**src/rtl/sram_port_arbiter.sv**
```systemverilog
`default_nettype none
// ============================================================================
// Module   : sram_port_arbiter
// Purpose  : Two-client (A/B) req/gnt front end for one synchronous RAM port,
//            with fixed-latency read data returned to the issuing client.
// Revision : 1.0 - initial release
// ============================================================================
module sram_port_arbiter #(
    parameter int DATA_WIDTH = 8,
    parameter int ADDR_WIDTH = 10,
    parameter int FIXED_PRIO = 0
) (
    input  logic                  clk,
    input  logic                  reset,

    input  logic                  req_a,
    input  logic                  we_a,
    input  logic [ADDR_WIDTH-1:0] addr_a,
    input  logic [DATA_WIDTH-1:0] wdata_a,
    output logic                  gnt_a,
    output logic                  rvalid_a,
    output logic [DATA_WIDTH-1:0] rdata_a,

    input  logic                  req_b,
    input  logic                  we_b,
    input  logic [ADDR_WIDTH-1:0] addr_b,
    input  logic [DATA_WIDTH-1:0] wdata_b,
    output logic                  gnt_b,
    output logic                  rvalid_b,
    output logic [DATA_WIDTH-1:0] rdata_b,

    output logic                  ram_cen,
    output logic                  ram_we,
    output logic [ADDR_WIDTH-1:0] ram_addr,
    output logic [DATA_WIDTH-1:0] ram_data,
    input  logic [DATA_WIDTH-1:0] ram_q
);

    localparam logic c_fixed_prio = (FIXED_PRIO != 0);

    logic                  r_prefer_b;
    logic [1:0]            r_rd_pend;
    logic [1:0]            r_rd_own_b;

    logic                  w_gnt_a;
    logic                  w_gnt_b;
    logic                  w_xfer;
    logic                  w_sel_we;
    logic [ADDR_WIDTH-1:0] w_sel_addr;
    logic [DATA_WIDTH-1:0] w_sel_wdata;

    // r_prefer_b is set once A has been served, so B wins the next tie.
    always_comb begin
        w_gnt_a = 1'b0;
        w_gnt_b = 1'b0;
        if (!reset) begin
            if (req_a && (!req_b || c_fixed_prio || !r_prefer_b)) begin
                w_gnt_a = 1'b1;
            end else if (req_b) begin
                w_gnt_b = 1'b1;
            end
        end
    end

    assign gnt_a       = w_gnt_a;
    assign gnt_b       = w_gnt_b;
    assign w_xfer      = w_gnt_a | w_gnt_b;
    assign w_sel_we    = w_gnt_b ? we_b    : we_a;
    assign w_sel_addr  = w_gnt_b ? addr_b  : addr_a;
    assign w_sel_wdata = w_gnt_b ? wdata_b : wdata_a;

    // Stage 1 of the read pipe lines up with the RAM access, stage 2 with ram_q.
    always_ff @(posedge clk) begin
        if (reset) begin
            r_prefer_b <= 1'b0;
            ram_cen    <= 1'b0;
            ram_we     <= 1'b0;
            ram_addr   <= '0;
            ram_data   <= '0;
            r_rd_pend  <= '0;
            r_rd_own_b <= '0;
            rvalid_a   <= 1'b0;
            rvalid_b   <= 1'b0;
            rdata_a    <= '0;
            rdata_b    <= '0;
        end else begin
            ram_cen <= w_xfer;
            ram_we  <= w_xfer & w_sel_we;
            if (w_xfer) begin
                ram_addr   <= w_sel_addr;
                ram_data   <= w_sel_wdata;
                r_prefer_b <= w_gnt_a;
            end
            r_rd_pend  <= {r_rd_pend[0], w_xfer & ~w_sel_we};
            r_rd_own_b <= {r_rd_own_b[0], w_gnt_b};
            rvalid_a   <= r_rd_pend[1] & ~r_rd_own_b[1];
            rvalid_b   <= r_rd_pend[1] &  r_rd_own_b[1];
            if (r_rd_pend[1] && !r_rd_own_b[1]) begin
                rdata_a <= ram_q;
            end
            if (r_rd_pend[1] && r_rd_own_b[1]) begin
                rdata_b <= ram_q;
            end
        end
    end

endmodule
`default_nettype wire

```
**config.mk**
```make
export PLATFORM = sky130hd
export DESIGN_NAME = sram_port_arbiter
export DESIGN_NICKNAME = d
export VERILOG_FILES = /design/src/rtl/sram_port_arbiter.sv
export SDC_FILE = /design/constraint.sdc
export NUM_CORES = 1
export LEC_CHECK = 0
export ABC_AREA = 0
export BUFFER_PORTS_ARGS = -buffer_cell sky130_fd_sc_hd__clkbuf_2
export CELL_PAD_IN_SITES_DETAIL_PLACEMENT = 1
export CELL_PAD_IN_SITES_GLOBAL_PLACEMENT = 2
export CORE_ASPECT_RATIO = 1.75
export CORE_MARGIN = 4
export CORE_UTILIZATION = 26
export CTS_BUF_LIST = sky130_fd_sc_hd__clkbuf_4 sky130_fd_sc_hd__clkbuf_8
export DETAILED_ROUTE_END_ITERATION = 6
export GPL_ROUTABILITY_DRIVEN = 0
export PLACE_DENSITY_LB_ADDON = 0.1
export REMOVE_ABC_BUFFERS = 1
export SYNTH_ARGS = -nofsm -noshare
export SYNTH_HDL_FRONTEND = slang
export SYNTH_SLANG_ARGS = --single-unit
```
**constraint.sdc**
```tcl
create_clock -name clk -period 1.4 [get_ports clk]
set_input_delay 0.21 -clock clk [delete_from_list [all_inputs] [get_ports clk]]
set_output_delay 0.21 -clock clk [all_outputs]
set_load 0.01 [all_outputs]
```
## Word level (Yosys, flattened, before mapping)

Cells that the tools add are included.

| word-level totals | value |
|---|---|
| flip-flop bits (word level) | 43 |
| bits in latches | 0 |
| memory bits (writable) | 0 |
| memory bits (read-only) | 0 |
| input port bits | 50 |
| output and inout bits | 40 |
| logic and storage cells | 33 |
| memories | 0 |

| operators by class | value |
|---|---|
| add/subtract/negate cells | 0 |
| $mul | 0 |
| div/mod/pow operators | 0 |
| magnitude comparators | 0 |
| equality and inequality tests | 0 |
| shift operators | 0 |
| multiplexer cells | 8 |
| bitwise operators | 7 |
| reductions and logical operators | 7 |

Operator list:

| kind | count |
|---|---|
| 10-bit 2-to-1 mux | 1 |
| 8-bit 2-to-1 mux | 1 |
| 1-bit 2-to-1 mux | 6 |
| 1-bit bitwise AND | 4 |
| 1-bit logical AND | 3 |
| 1-bit zero test | 3 |
| 1-bit inverter | 2 |
| 1-bit logical OR | 1 |
| 1-bit OR | 1 |

## Depth between registers and ports, before layout

Gate-level depths: netlist of run 1.

| depth | value |
|---|---|
| depth after elaboration | 8 |
| depth in mapped cells | 6 |
| depth with buffers taken out | 3 |

## Least setup slack after synthesis of run 1

Ideal clock, no wire load.

| timing path | value |
|---|---|
| path type | reg2reg |
| start point | register r_prefer_b |
| end point | register ram_addr[0] |
| library setup time | 122 ps |
| data arrival time | 1178 ps |
| data required time | 1278 ps |
| setup slack | 100 ps |
| cell stages (with the launch flop) | 6 |
| buffers on the path | 2 |
| period minus slack after synthesis | 1300 ps |
| cells stage by stage | dfxtp_1 nand2b_1 and2_4 buf_6 buf_8 a221o_1 |

| between the ends | value |
|---|---|
| word-level cells in the longest chain between the ends | 6 |
| elaborated cells on any way between the ends | 9 |
| classes of those cells | mux: 5; bitwise: 1; reduce/logical: 3 |

RTL lines:

| item | RTL line | source |
|---|---|---|
| start, declared | 41 | `logic r_prefer_b;` |
| start signal, assigned | 92 | `r_prefer_b <= w_gnt_a;` |
| 1-bit zero test (*) | 57 | `if (req_a && (!req_b \|\| c_fixed_prio \|\| !r_prefer_b)) begin` |
| 1-bit logical OR (*) | 57 |  |
| 1-bit logical AND (*) | 57 |  |
| 1-bit 2-to-1 mux (*) | 57 |  |
| 1-bit 2-to-1 mux (*) | 56 | `if (!reset) begin` |
| named net gnt_b | 28 | `output logic gnt_b,` |
| 10-bit 2-to-1 mux or 1-bit OR (tied branches) | 69, 67 |  |
| end signal, assigned | 90 | `ram_addr <= w_sel_addr;` |
| end, declared | 34 | `output logic [ADDR_WIDTH-1:0] ram_addr,` |

Mark *: on every way through the listed nets, which the timed path passes. The rest lies on a longest branch.
A chain may end at the register's enable or synchronous reset.

## Final worst setup path of run 1

| timing path | value |
|---|---|
| start point | register r_prefer_b |
| end point | output gnt_b |

| between the ends | value |
|---|---|
| word-level cells in the longest chain between the ends | 5 |

RTL lines:

| item | RTL line |
|---|---|
| 1-bit zero test | 57 |
| 1-bit logical OR | 57 |
| 1-bit logical AND | 57 |
| 1-bit 2-to-1 mux | 57 |
| 1-bit 2-to-1 mux | 56 |
| end, declared | 28 |

No other way between the ends.

==> run summary, run 1 <==
• 0 — Ys Warns
• 0.7460 GHz — maximum clock rate
• 5 — biggest fanout along the worst timing path
• 95.75% — Tcrit/Tclk final
• 14.84 um — detailed-route wire length per cell
• 1.340 ns — final period demand of the worst path
• 0 — total grt overflow
• 43 — Seq cells post-synth
• 6539 um^2 — Core Region
• 40 — number of design-rule violations left by the first detailed-router iteration
• 433.6 uV — Worst IR Drop VDD
• 0 — DRC viols
• sky130_fd_sc_hd__dfxtp_1 — CP max stage cell
• 116.4 um — die span in y
• 0 — remaining antenna violation count
• 69.94 um — Die Wd
• 26.69% — initial core utilization
• 0 — maximum capacitance violations
• 2252 um^2 — total placed instance area
• 49.32% — area fraction of the dominant cell type after synthesis
• 4.115 mm — HPWL after DPL
• 1858 — number of global-route vias before repair
• 1 — number of buffers and inverters on the critical path
• 53.3% — Seq pwr share
• 43 — sinks on the clock net
• flip-flops — category of cells accounting for the largest share of critical-path delay
• 357 — Non-Filler Instances
• 0 — Setup violations, final
• 348 — number of placed cells counting well taps
• 90 — I/O pin cnt
• primary output — kind of end point of the critical path
• nand2b_4 -> and2_4 -> clkbuf_2 — chain of cells forming the critical path
• 13.69% — total routing resource utilization after global routing
• built — CTS tree
• 21 — largest net degree at the start of global routing
• 32.0% — relative contribution of the clock network to total power
• sky130_fd_sc_hd__dfxtp_1 — Main synth FF type
• 2 — maximum clock path buffer count
• register to primary output — worst setup path class
• 9.486 um^2 — mean area per synthesized cell
• 4 — drt first pass iters
• 0.002767 ns — clock tree skew after final layout
• 2 — H-tree depth
• 36.06% — Synth-to-Final Area Change
• 27 — number of library cell types mapped by synthesis
• 0.28 ns — source-to-sink clock delay at the later pin of the worst-skew pair
• 89 — number of port buffers
• 8140 um^2 — full die area
• 1745 um^2 — netlist area before placement
• 49.32% — register area share after synthesis
• 45.09% — share of post-route cells with drive strength above 1
• 325 — final layout net count
• 0.5216 ns — slew of the pin with the lowest slew margin
• 831 — number of fill cells
• 1045 nW/um^2 — power density cells
• input port to register — worst hold path class
• 0 — Pins Over Slew Limit
• 39 — standard-cell rows
• register — Startpoint Class
• 0 — Hold Vio Cnt, Final
• 5.299 mm — Post-Route WL
• sky130_fd_sc_hd__dfxtp_1 (43), sky130_fd_sc_hd__nand2_1 (25), sky130_fd_sc_hd__inv_1 (19), sky130_fd_sc_hd__a2111oi_0 (18), sky130_fd_sc_hd__a21oi_1 (17) — list of most frequent post-synthesis cells
• 14.7% — share of total power in combinational logic
• sky130_fd_sc_hd__dfxtp_1 — leading cell type by number of instances after synthesis
• 0.0006308 W — Sw Pwr
• 1698 — total via count after detailed routing
• 8.921 mm — first-pass GRT wire length
• 25.43% — Switching Fraction
• sky130_fd_sc_hd__dfxtp_1 (49%), sky130_fd_sc_hd__a2111oi_0 (9.0%), sky130_fd_sc_hd__a221o_2 (5.8%) — Synth area leaders
• 1.13 ns — CP arrival
• 2375 um^2 — final standard cell area without fillers
• completed — status
• 0 — count of flip-flops with a built-in enable after synthesis
• 0 — number of antenna diodes
• 0.37 ns — Crit path largest cell delay
• 0% — post-synthesis async set-or-reset flop share
• sky130_fd_sc_hd__clkbuf_8 — root buf cell
• 1.19 ns — CP required
• 184 — post-synthesis cell count
• 65.19% — worst slew margin relative to its limit
• 0.08 ns — Reg clk slew, reported paths
• 0.001850 W — Internal Power
• 5 — number of buffers created by CTS
• 1.114 nW — Lkg Pwr
• sky130_fd_sc_hd__dfxtp_1 — most area-hungry cell type in the Yosys netlist
• 0 — initial antenna violation count
• 4.756 — detail-routed via count per cell
-- placed cells by master, fill, tap and decap left out, types with 8 or more instances in the layout --
cell type	n
sky130_fd_sc_hd__clkbuf_2	88
sky130_fd_sc_hd__a221o_2	9
sky130_fd_sc_hd__a2111oi_0	18
sky130_fd_sc_hd__dfxtp_1	43
sky130_fd_sc_hd__a221o_1	9
sky130_fd_sc_hd__a21oi_1	17
sky130_fd_sc_hd__inv_1	19
sky130_fd_sc_hd__nand2_1	25
sky130_fd_sc_hd__nand3_1	8
sky130_fd_sc_hd__buf_4	10
-- routing by layer --
metal / wire [um] / part of all wire (%) / track usage, % / vias up
met5: 0 / 0 / 0 / -
met3: 372 / 7.0 / 3.876 / 8
met4: 90 / 1.7 / 5.115 / 0
met2: 2885 / 54 / 25.90 / 66
met1: 1951 / 37 / 14.22 / 782
li1: - / - / - / 842
-- path summary, 6_finish.rpt --
kind	cells after the start	end	slack (ns)	from
setup / recovery	3	gnt_b	0.06	r_prefer_b$_SDFFE_PP0P_
hold / removal	2	ram_data[1]$_SDFFE_PP0P_	0.14	wdata_b[1]
setup reg to reg	4	ram_addr[6]$_SDFFE_PP0P_	0.08	r_prefer_b$_SDFFE_PP0P_
hold reg to reg	1	r_rd_own_b[1]$_SDFF_PP0_	0.45	r_rd_own_b[0]$_SDFF_PP0_
-- flip-flops by register name, summed over array words and instances (netlist names) --
signal / count
rdata_a: 8
rvalid_a: 1
ram_cen: 1
rdata_b: 8
r_rd_pend: 2
r_rd_own_b: 2
ram_data: 8
ram_we: 1
r_prefer_b: 1
ram_addr: 10
rvalid_b: 1
-- stage by stage --
stage	hold WS, ns	utilization, %	setup TNS [ns]	total power (W)	setup WS, ns
final	0.1443	36.32	0	0.002481	0.05953
after global routing	0.1339	36.32	-0.002038	0.002633	-0.001783
after CTS	0.1326	36.01	-0.1185	0.002529	-0.02193
after detailed placement	0.4272	34.44	0	0.001709	0.09600
after global placement	0.4196	34.44	0	0.001708	0.07144
after floorplan	0.2791	-	0	0.001489	0.04994
-- kinds of logic (layout without fill, tap and decap cells) --
family	after synthesis	in the layout	synth area share, %
flip-flops	43	43	49.32
buffers and inverters	36	127	10.75
AND/OR/NAND/NOR	49	49	13.76
AO/OA/AOI/OAI	56	56	26.17
-- final cells by class --
type                    count  area, um^2  area share [%]
multi-input cells         105       709.4           29.87
flip-flops and latches     43       860.8           36.25
clock inverters             1       5.005          0.2107
well taps                  82       102.6           4.320
repair buffers            101       543.0           22.87
inverters                  19       71.32           3.003
clock buffers               6       82.58           3.477
-- power by group through the flow --
stage                     sequential (W)  clock (W)  combinational (W)
after floorplan                  0.00138          0           0.000111
after global placement           0.00135          0           0.000358
after detailed placement         0.00135          0           0.000361
after CTS                        0.00132   0.000840           0.000367
after global routing             0.00133   0.000891           0.000411
final                            0.00132   0.000794           0.000365
-- what timing repair did --
| action | 4_1_cts | 5_1_grt |
|---|---|---|
| resized for setup | 0 | 6 |
| hold buffers | 0 | 0 |
| setup buffers | 2 | 0 |
| setup endpoints to repair | 2 | 16 |
| endpoints found under the hold margin | 0 | 0 |
| pin swaps | 1 | 0 |
No activity file was read; power rests on OpenSTA's default activity.
==> run 2: changes to the inputs <==
--- a/config.mk
+++ b/config.mk
@@ -10,12 +10,12 @@
 export CELL_PAD_IN_SITES_DETAIL_PLACEMENT = 1
 export CELL_PAD_IN_SITES_GLOBAL_PLACEMENT = 2
 export CORE_ASPECT_RATIO = 1.75
-export CORE_MARGIN = 4
+export CORE_MARGIN = 3
 export CORE_UTILIZATION = 26
 export CTS_BUF_LIST = sky130_fd_sc_hd__clkbuf_4 sky130_fd_sc_hd__clkbuf_8
 export DETAILED_ROUTE_END_ITERATION = 6
 export GPL_ROUTABILITY_DRIVEN = 0
-export PLACE_DENSITY_LB_ADDON = 0.1
+export PLACE_DENSITY = 0.93
 export REMOVE_ABC_BUFFERS = 1
 export SYNTH_ARGS = -nofsm -noshare
 export SYNTH_HDL_FRONTEND = slang
==> run summary, run 2 (same netlist as run 1, synthesis figures left out) <==
• met4 — highest layer used for signal routing
• 6371 um^2 — Core Region, -2.6%
• 0 — Pins Over Slew Limit, unchanged
• 37.02% — final standard cell utilization of the core, +0.70 points
• simple AND/OR/NAND/NOR gates — category of cells accounting for the largest share of critical-path delay
• 1705 — number of global-route vias before repair, -8.2%
• 323 — final layout net count, -0.62%
• 44.89% — share of post-route cells with drive strength above 1, -0.20 points
• 5 — number of buffers created by CTS, unchanged
• 4 — drt first pass iters, unchanged
• 114.4 um — die span in y, -1.7%
• input port to register — worst setup path class
• 3.981 mm — HPWL after DPL, -3.3%
• register — kind of end point of the critical path
• 0.7549 GHz — maximum clock rate, +1.2%
• 0 — total grt overflow, unchanged
• 5.084 mm — Post-Route WL, -4.1%
• input port — Startpoint Class
• 0 — maximum capacitance violations, unchanged
• 0 — DRC viols, unchanged
• 24.22% — worst slew margin relative to its limit, -41 points
• 383 um — met3 wire len, +3.0%
• 0 — hold_buf cts, unchanged
• ram_addr — register name with the most flops
• 2 — maximum clock path buffer count, unchanged
• clkbuf_2 -> nor3_2 -> a221o_2 — chain of cells forming the critical path
• 7.962 mm — first-pass GRT wire length, -11%
• 2.795 mm — total met2 wirelength after detailed routing, -3.1%
• 7771 um^2 — full die area, -4.5%
• 1.106 nW — Lkg Pwr, -0.77%
• 89 — number of port buffers, unchanged
• sky130_fd_sc_hd__clkbuf_2 (88), sky130_fd_sc_hd__dfxtp_1 (43), sky130_fd_sc_hd__nand2_1 (25) — most used cells in the layout excluding fill and tap cells
• 2 — H-tree depth, unchanged
• 18 — biggest fanout along the worst timing path, +13
• 1685 — total via count after detailed routing, -0.77%
• 24 — largest net degree at the start of global routing, +14%
• sky130_fd_sc_hd__clkbuf_8 — root buf cell
• 1.55 ns — CP arrival, +0.42 ns
• 43 — sinks on the clock net, unchanged
• 108 — number of design-rule violations left by the first detailed-router iteration, +170%
• 4.760 — detail-routed via count per cell, about the same
• 94.62% — Tcrit/Tclk final, -1.1 points
• completed — status
• built — CTS tree
• no — unrepaired setup endpoints after global routing
• 0 — initial antenna violation count, unchanged
• -0.2410 ns — dpl ws, -0.3370 ns
• 1 — number of buffers and inverters on the critical path, unchanged
• 0.002637 ns — clock tree skew after final layout, -0.0001306 ns
• 27.40% — initial core utilization, +0.70 points
• input port to register — worst hold path class
• 35.13% — Synth-to-Final Area Change
• 38 — standard-cell rows, -2.6%
• 14.36 um — detailed-route wire length per cell, -3.2%
• 90 — I/O pin cnt, unchanged
• 1045 nW/um^2 — power density cells, about the same
• 0 — Setup violations, final, unchanged
• 0.08 ns — Reg clk slew, reported paths, about the same
• sky130_fd_sc_hd__nor3_2 — CP max stage cell
• 13.47% — total routing resource utilization after global routing, -0.22 points
• sky130_fd_sc_hd__clkbuf_2 — most common library cell in the layout ignoring fill and taps
• 0.28 ns — source-to-sink clock delay at the later pin of the worst-skew pair, about the same
• 67.94 um — Die Wd, -2.9%
• 1.325 ns — final period demand of the worst path, -0.01577 ns
• 1.63 ns — CP required, +0.44 ns
• 0 — Hold Vio Cnt, Final, unchanged
• 0 — number of antenna diodes, unchanged
• 0.91 ns — Crit path largest cell delay, +0.54 ns
• 10 — max reg flops, unchanged
• 0.07529 ns — final critical-path setup slack, +0.01577 ns
• 0 — remaining antenna violation count, unchanged
• 359.5 uV — Worst IR Drop VDD, -17%
• 1.880 mm — length of routed wiring on met1, -3.6%
• 1.131 ns — slew of the pin with the lowest slew margin, +0.6089 ns
• 0.002466 W — overall power consumption, -0.60%
[run 2: cell types whose count changed in the layout (fill, tap and decap cells not counted), sizes merged]
| cell | previous run | this run |
|---|---|---|
| clkbuf | 94 | 95 |
| buf | 13 | 11 |
[run 2: cell type report]
class	instances	area, um^2
clock buffers	7	83.83
clock inverters	1	5.005
fillers	794	4013
inverters	19	71.32
multi-input cells	105	709.4
flip-flops and latches	43	860.8
well taps	80	100.1
repair buffers	99	528.0
[run 2: path summary, 6_finish.rpt]
kind / depth (start not counted) / end / startpoint / slack [ns]
max reg2reg: 4 / ram_addr[7]$_SDFFE_PP0P_ / r_prefer_b$_SDFFE_PP0P_ / 0.09
min: 2 / ram_addr[6]$_SDFFE_PP0P_ / addr_b[6] / 0.15
min reg2reg: 1 / r_rd_pend[1]$_SDFF_PP0_ / r_rd_pend[0]$_SDFF_PP0_ / 0.44
max: 3 / ram_addr[7]$_SDFFE_PP0P_ / req_b / 0.08
[run 2: routing by layer]
layer	track usage, %	vias to the layer above
li1	-	840
met1	13.84	774
met2	24.94	69
met3	4.224	2
met4	3.984	0
met5	0	-
[run 2: report_power, final]
part / leakage [nW] / internal, W / switching (W) / total, W
clock: 0.0491 / 0.000389 / 0.000395 / 0.000785
combinational: 0.704 / 0.000174 / 0.000187 / 0.000361
sequential: 0.353 / 0.00129 / 0.0000347 / 0.00132
[run 2: stage by stage]
step,instance area (um^2),hold slack (ns),setup TNS [ns],cells
2_1_floorplan,1629,0.2791,0,167
3_3_place_gp,2242,0.4217,-2.672,345
3_5_place_dp,2242,0.4263,-3.840,345
4_1_cts,2347,0.1343,0,354
5_1_grt,2359,0.1317,0,354
6_report,2359,0.1483,0,354
[run 2: worst register-to-register path, stage by stage (launching register included)]
cell                       delay (ns)
sky130_fd_sc_hd__dfxtp_1         0.33
sky130_fd_sc_hd__nand2b_4        0.15
sky130_fd_sc_hd__and2_4          0.17
sky130_fd_sc_hd__buf_6           0.16
sky130_fd_sc_hd__a221o_2         0.40
[run 2: what timing repair did]
action / in CTS / in global routing
pin swaps: 1 / 0
gates resized for setup: 2 / 3
setup endpoints to repair: 2 / 1
buffers inserted: 1 / 0
==> run 3: changes to the inputs <==
--- a/config.mk
+++ b/config.mk
@@ -10,7 +10,7 @@
 export CELL_PAD_IN_SITES_DETAIL_PLACEMENT = 1
 export CELL_PAD_IN_SITES_GLOBAL_PLACEMENT = 2
 export CORE_ASPECT_RATIO = 1.75
-export CORE_MARGIN = 3
+export CORE_MARGIN = 1
 export CORE_UTILIZATION = 26
 export CTS_BUF_LIST = sky130_fd_sc_hd__clkbuf_4 sky130_fd_sc_hd__clkbuf_8
 export DETAILED_ROUTE_END_ITERATION = 6
==> run summary, run 3 (same netlist as run 1, synthesis figures left out) <==
• no — unrepaired setup endpoints after global routing
• 0.09 ns — Reg clk slew, reported paths, about the same
• 7058 um^2 — full die area, -9.2%
• ram_addr[2]$_SDFFE_PP0P_ — Hold Path End
• 0 — remaining antenna violation count, unchanged
• sky130_fd_sc_hd__clkbuf_2 (89), sky130_fd_sc_hd__dfxtp_1 (43), sky130_fd_sc_hd__nand2_1 (25) — most used cells in the layout excluding fill and tap cells
• 1.336 ns — final period demand of the worst path, +0.01093 ns
• 0 — DRC viols, unchanged
• 1753 — number of global-route vias before repair, +2.8%
• 715.7 um^2 — area used by multi-input combinational logic, +0.88%
• 0 — number of antenna diodes, unchanged
• -0.2214 ns — dpl ws, +0.01952 ns
• 0.06436 ns — final critical-path setup slack, -0.01093 ns
• 0 — Hold Vio Cnt, Final, unchanged
• 14.34 um — detailed-route wire length per cell, -0.14%
• 2 — Hold Crit Depth, unchanged
• 89 — number of port buffers, unchanged
• 4 — number of cells traversed by the worst register-to-register path, unchanged
• 0.008278 ns — clock tree skew after final layout, +0.005641 ns
• 358 — Non-Filler Instances, +1.1%
• 4.824 — detail-routed via count per cell, +1.3%
• 90 — I/O pin cnt, unchanged
• 1727 — total via count after detailed routing, +2.5%
• 1.19 ns — CP required, -0.44 ns
• 26.89% — initial core utilization, -0.50 points
• 110.4 um — die span in y, -3.5%
• 2 — maximum clock path buffer count, unchanged
• completed — status
• 0.07 ns — reg-to-reg slack, setup, -0.02 ns
• 0 — Setup violations, final, unchanged
• 24 — largest net degree at the start of global routing, unchanged
• sky130_fd_sc_hd__clkbuf_8 — root buf cell
• 37.92% — Synth-to-Final Area Change
• 3.942 mm — HPWL after DPL, -0.98%
• 14.96% — total routing resource utilization after global routing, +1.5 points
• ram_addr[6]$_SDFFE_PP0P_ — Crit Reg-Reg Endpoint
• 803 — number of fill cells, +1.1%
• 43 — sinks on the clock net, unchanged
• 5 — number of buffers created by CTS, unchanged
• 8.114 mm — first-pass GRT wire length, +1.9%
• 433.2 uV — Worst IR Drop VDD, +21%
• 72 — number of design-rule violations left by the first detailed-router iteration, -33%
• 5.134 mm — Post-Route WL, +0.98%
• primary output — kind of end point of the critical path
• 95.40% — Tcrit/Tclk final, +0.78 points
• r_prefer_b$_SDFFE_PP0P_ — Reg-to-Reg Start
• 20 — biggest fanout along the worst timing path, +2
• register — Startpoint Class
• 348 — number of placed cells counting well taps, +0.87%
• 0 — total grt overflow, unchanged
• 0.7487 GHz — maximum clock rate, -0.82%
• 0.1397 ns — Fin Hold WS, -0.008556 ns
• 63.94 um — Die Wd, -5.9%
• 1.129 nW — Lkg Pwr, +2.1%
• 860.8 um^2 — Storage cell area, unchanged
• 1121 nW/um^2 — power density cells, +7.3%
• register to primary output — worst setup path class
• 45.29% — share of post-route cells with drive strength above 1, +0.40 points
• 2 — H-tree depth, unchanged
• 0 — Pins Over Slew Limit, unchanged
• 1.13 ns — CP arrival, -0.42 ns
• 51.58% — worst slew margin relative to its limit, +27 points
• 10 — max reg flops, unchanged
• 0.7239 ns — slew of the pin with the lowest slew margin, -0.4066 ns
• 0 ns — Setup Total Neg Slack, unchanged
• 0 — initial antenna violation count, unchanged
• 6490 um^2 — Core Region, +1.9%
• built — CTS tree
• 39 — standard-cell rows, +2.6%
• 4 — drt first pass iters, unchanged
• sky130_fd_sc_hd__clkbuf_2 — most common library cell in the layout ignoring fill and taps
• 0.29 ns — source-to-sink clock delay at the later pin of the worst-skew pair, about the same
• 325 — final layout net count, +0.62%
• input port to register — worst hold path class
• ram_addr — register name with the most flops
• 0 — maximum capacitance violations, unchanged
• addr_b[2] — HP Start
[run 3: what timing repair did]
action | CTS | global route
endpoints found under the setup margin | 2 | 13
hold buffers | 0 | 0
setup buffers | 2 | 0
pin swaps | 1 | 0
endpoints found under the hold margin | 0 | 0
gates cloned | 0 | 0
gates resized for setup | 2 | 2
[run 3: worst max path at each step]
stage / from / endpoint / depth (start not counted) / slack (ns)
after floorplan: r_prefer_b$_SDFFE_PP0P_ / ram_addr[3]$_SDFFE_PP0P_ / 3 / 0.05
after global placement: req_a / ram_addr[5]$_SDFFE_PP0P_ / 3 / -0.16
after detailed placement: req_b / ram_addr[8]$_SDFFE_PP0P_ / 3 / -0.22
after CTS: r_prefer_b$_SDFFE_PP0P_ / gnt_a / 3 / 0.01
final: r_prefer_b$_SDFFE_PP0P_ / gnt_a / 3 / 0.06
after global routing: r_prefer_b$_SDFFE_PP0P_ / gnt_a / 3 / 0.02
[run 3: per-layer routing]
layer	global-route usage [%]	share of wire, %
met1	15.06	38
met2	28.72	55
met3	3.189	5.7
met4	6.981	1.7
met5	0	0
[run 3: area by class of cell]
cell class | count | area share [%]
flip-flops and latches | 43 | 35.76
multi-input cells | 105 | 29.73
repair buffers | 101 | 22.40
well taps | 82 | 4.262
clock buffers | 6 | 3.430
inverters | 19 | 2.963
clock inverters | 2 | 1.455
[run 3: stage by stage]
stage               util (%)  total power (W)  instance area, um^2
floorplan                  -         0.001489                 1629
global placement       34.70         0.001697                 2252
detailed placement     34.70         0.001708                 2252
CTS                    36.94         0.002735                 2397
global route           37.09         0.002820                 2407
finish                 37.09         0.002700                 2407
[run 3: power breakdown]
| part | internal (W) | switching, W |
|---|---|---|
| sequential | 0.00129 | 0.0000363 |
| combinational | 0.000177 | 0.000191 |
| clock | 0.000578 | 0.000432 |
| total | 0.00204 | 0.000659 |
[run 3: critical path: stages (launching register included)]
cell and delay, ns:
sky130_fd_sc_hd__dfxtp_1 0.33, sky130_fd_sc_hd__buf_6 0.16, sky130_fd_sc_hd__a211oi_2 0.18, sky130_fd_sc_hd__clkbuf_2 0.16
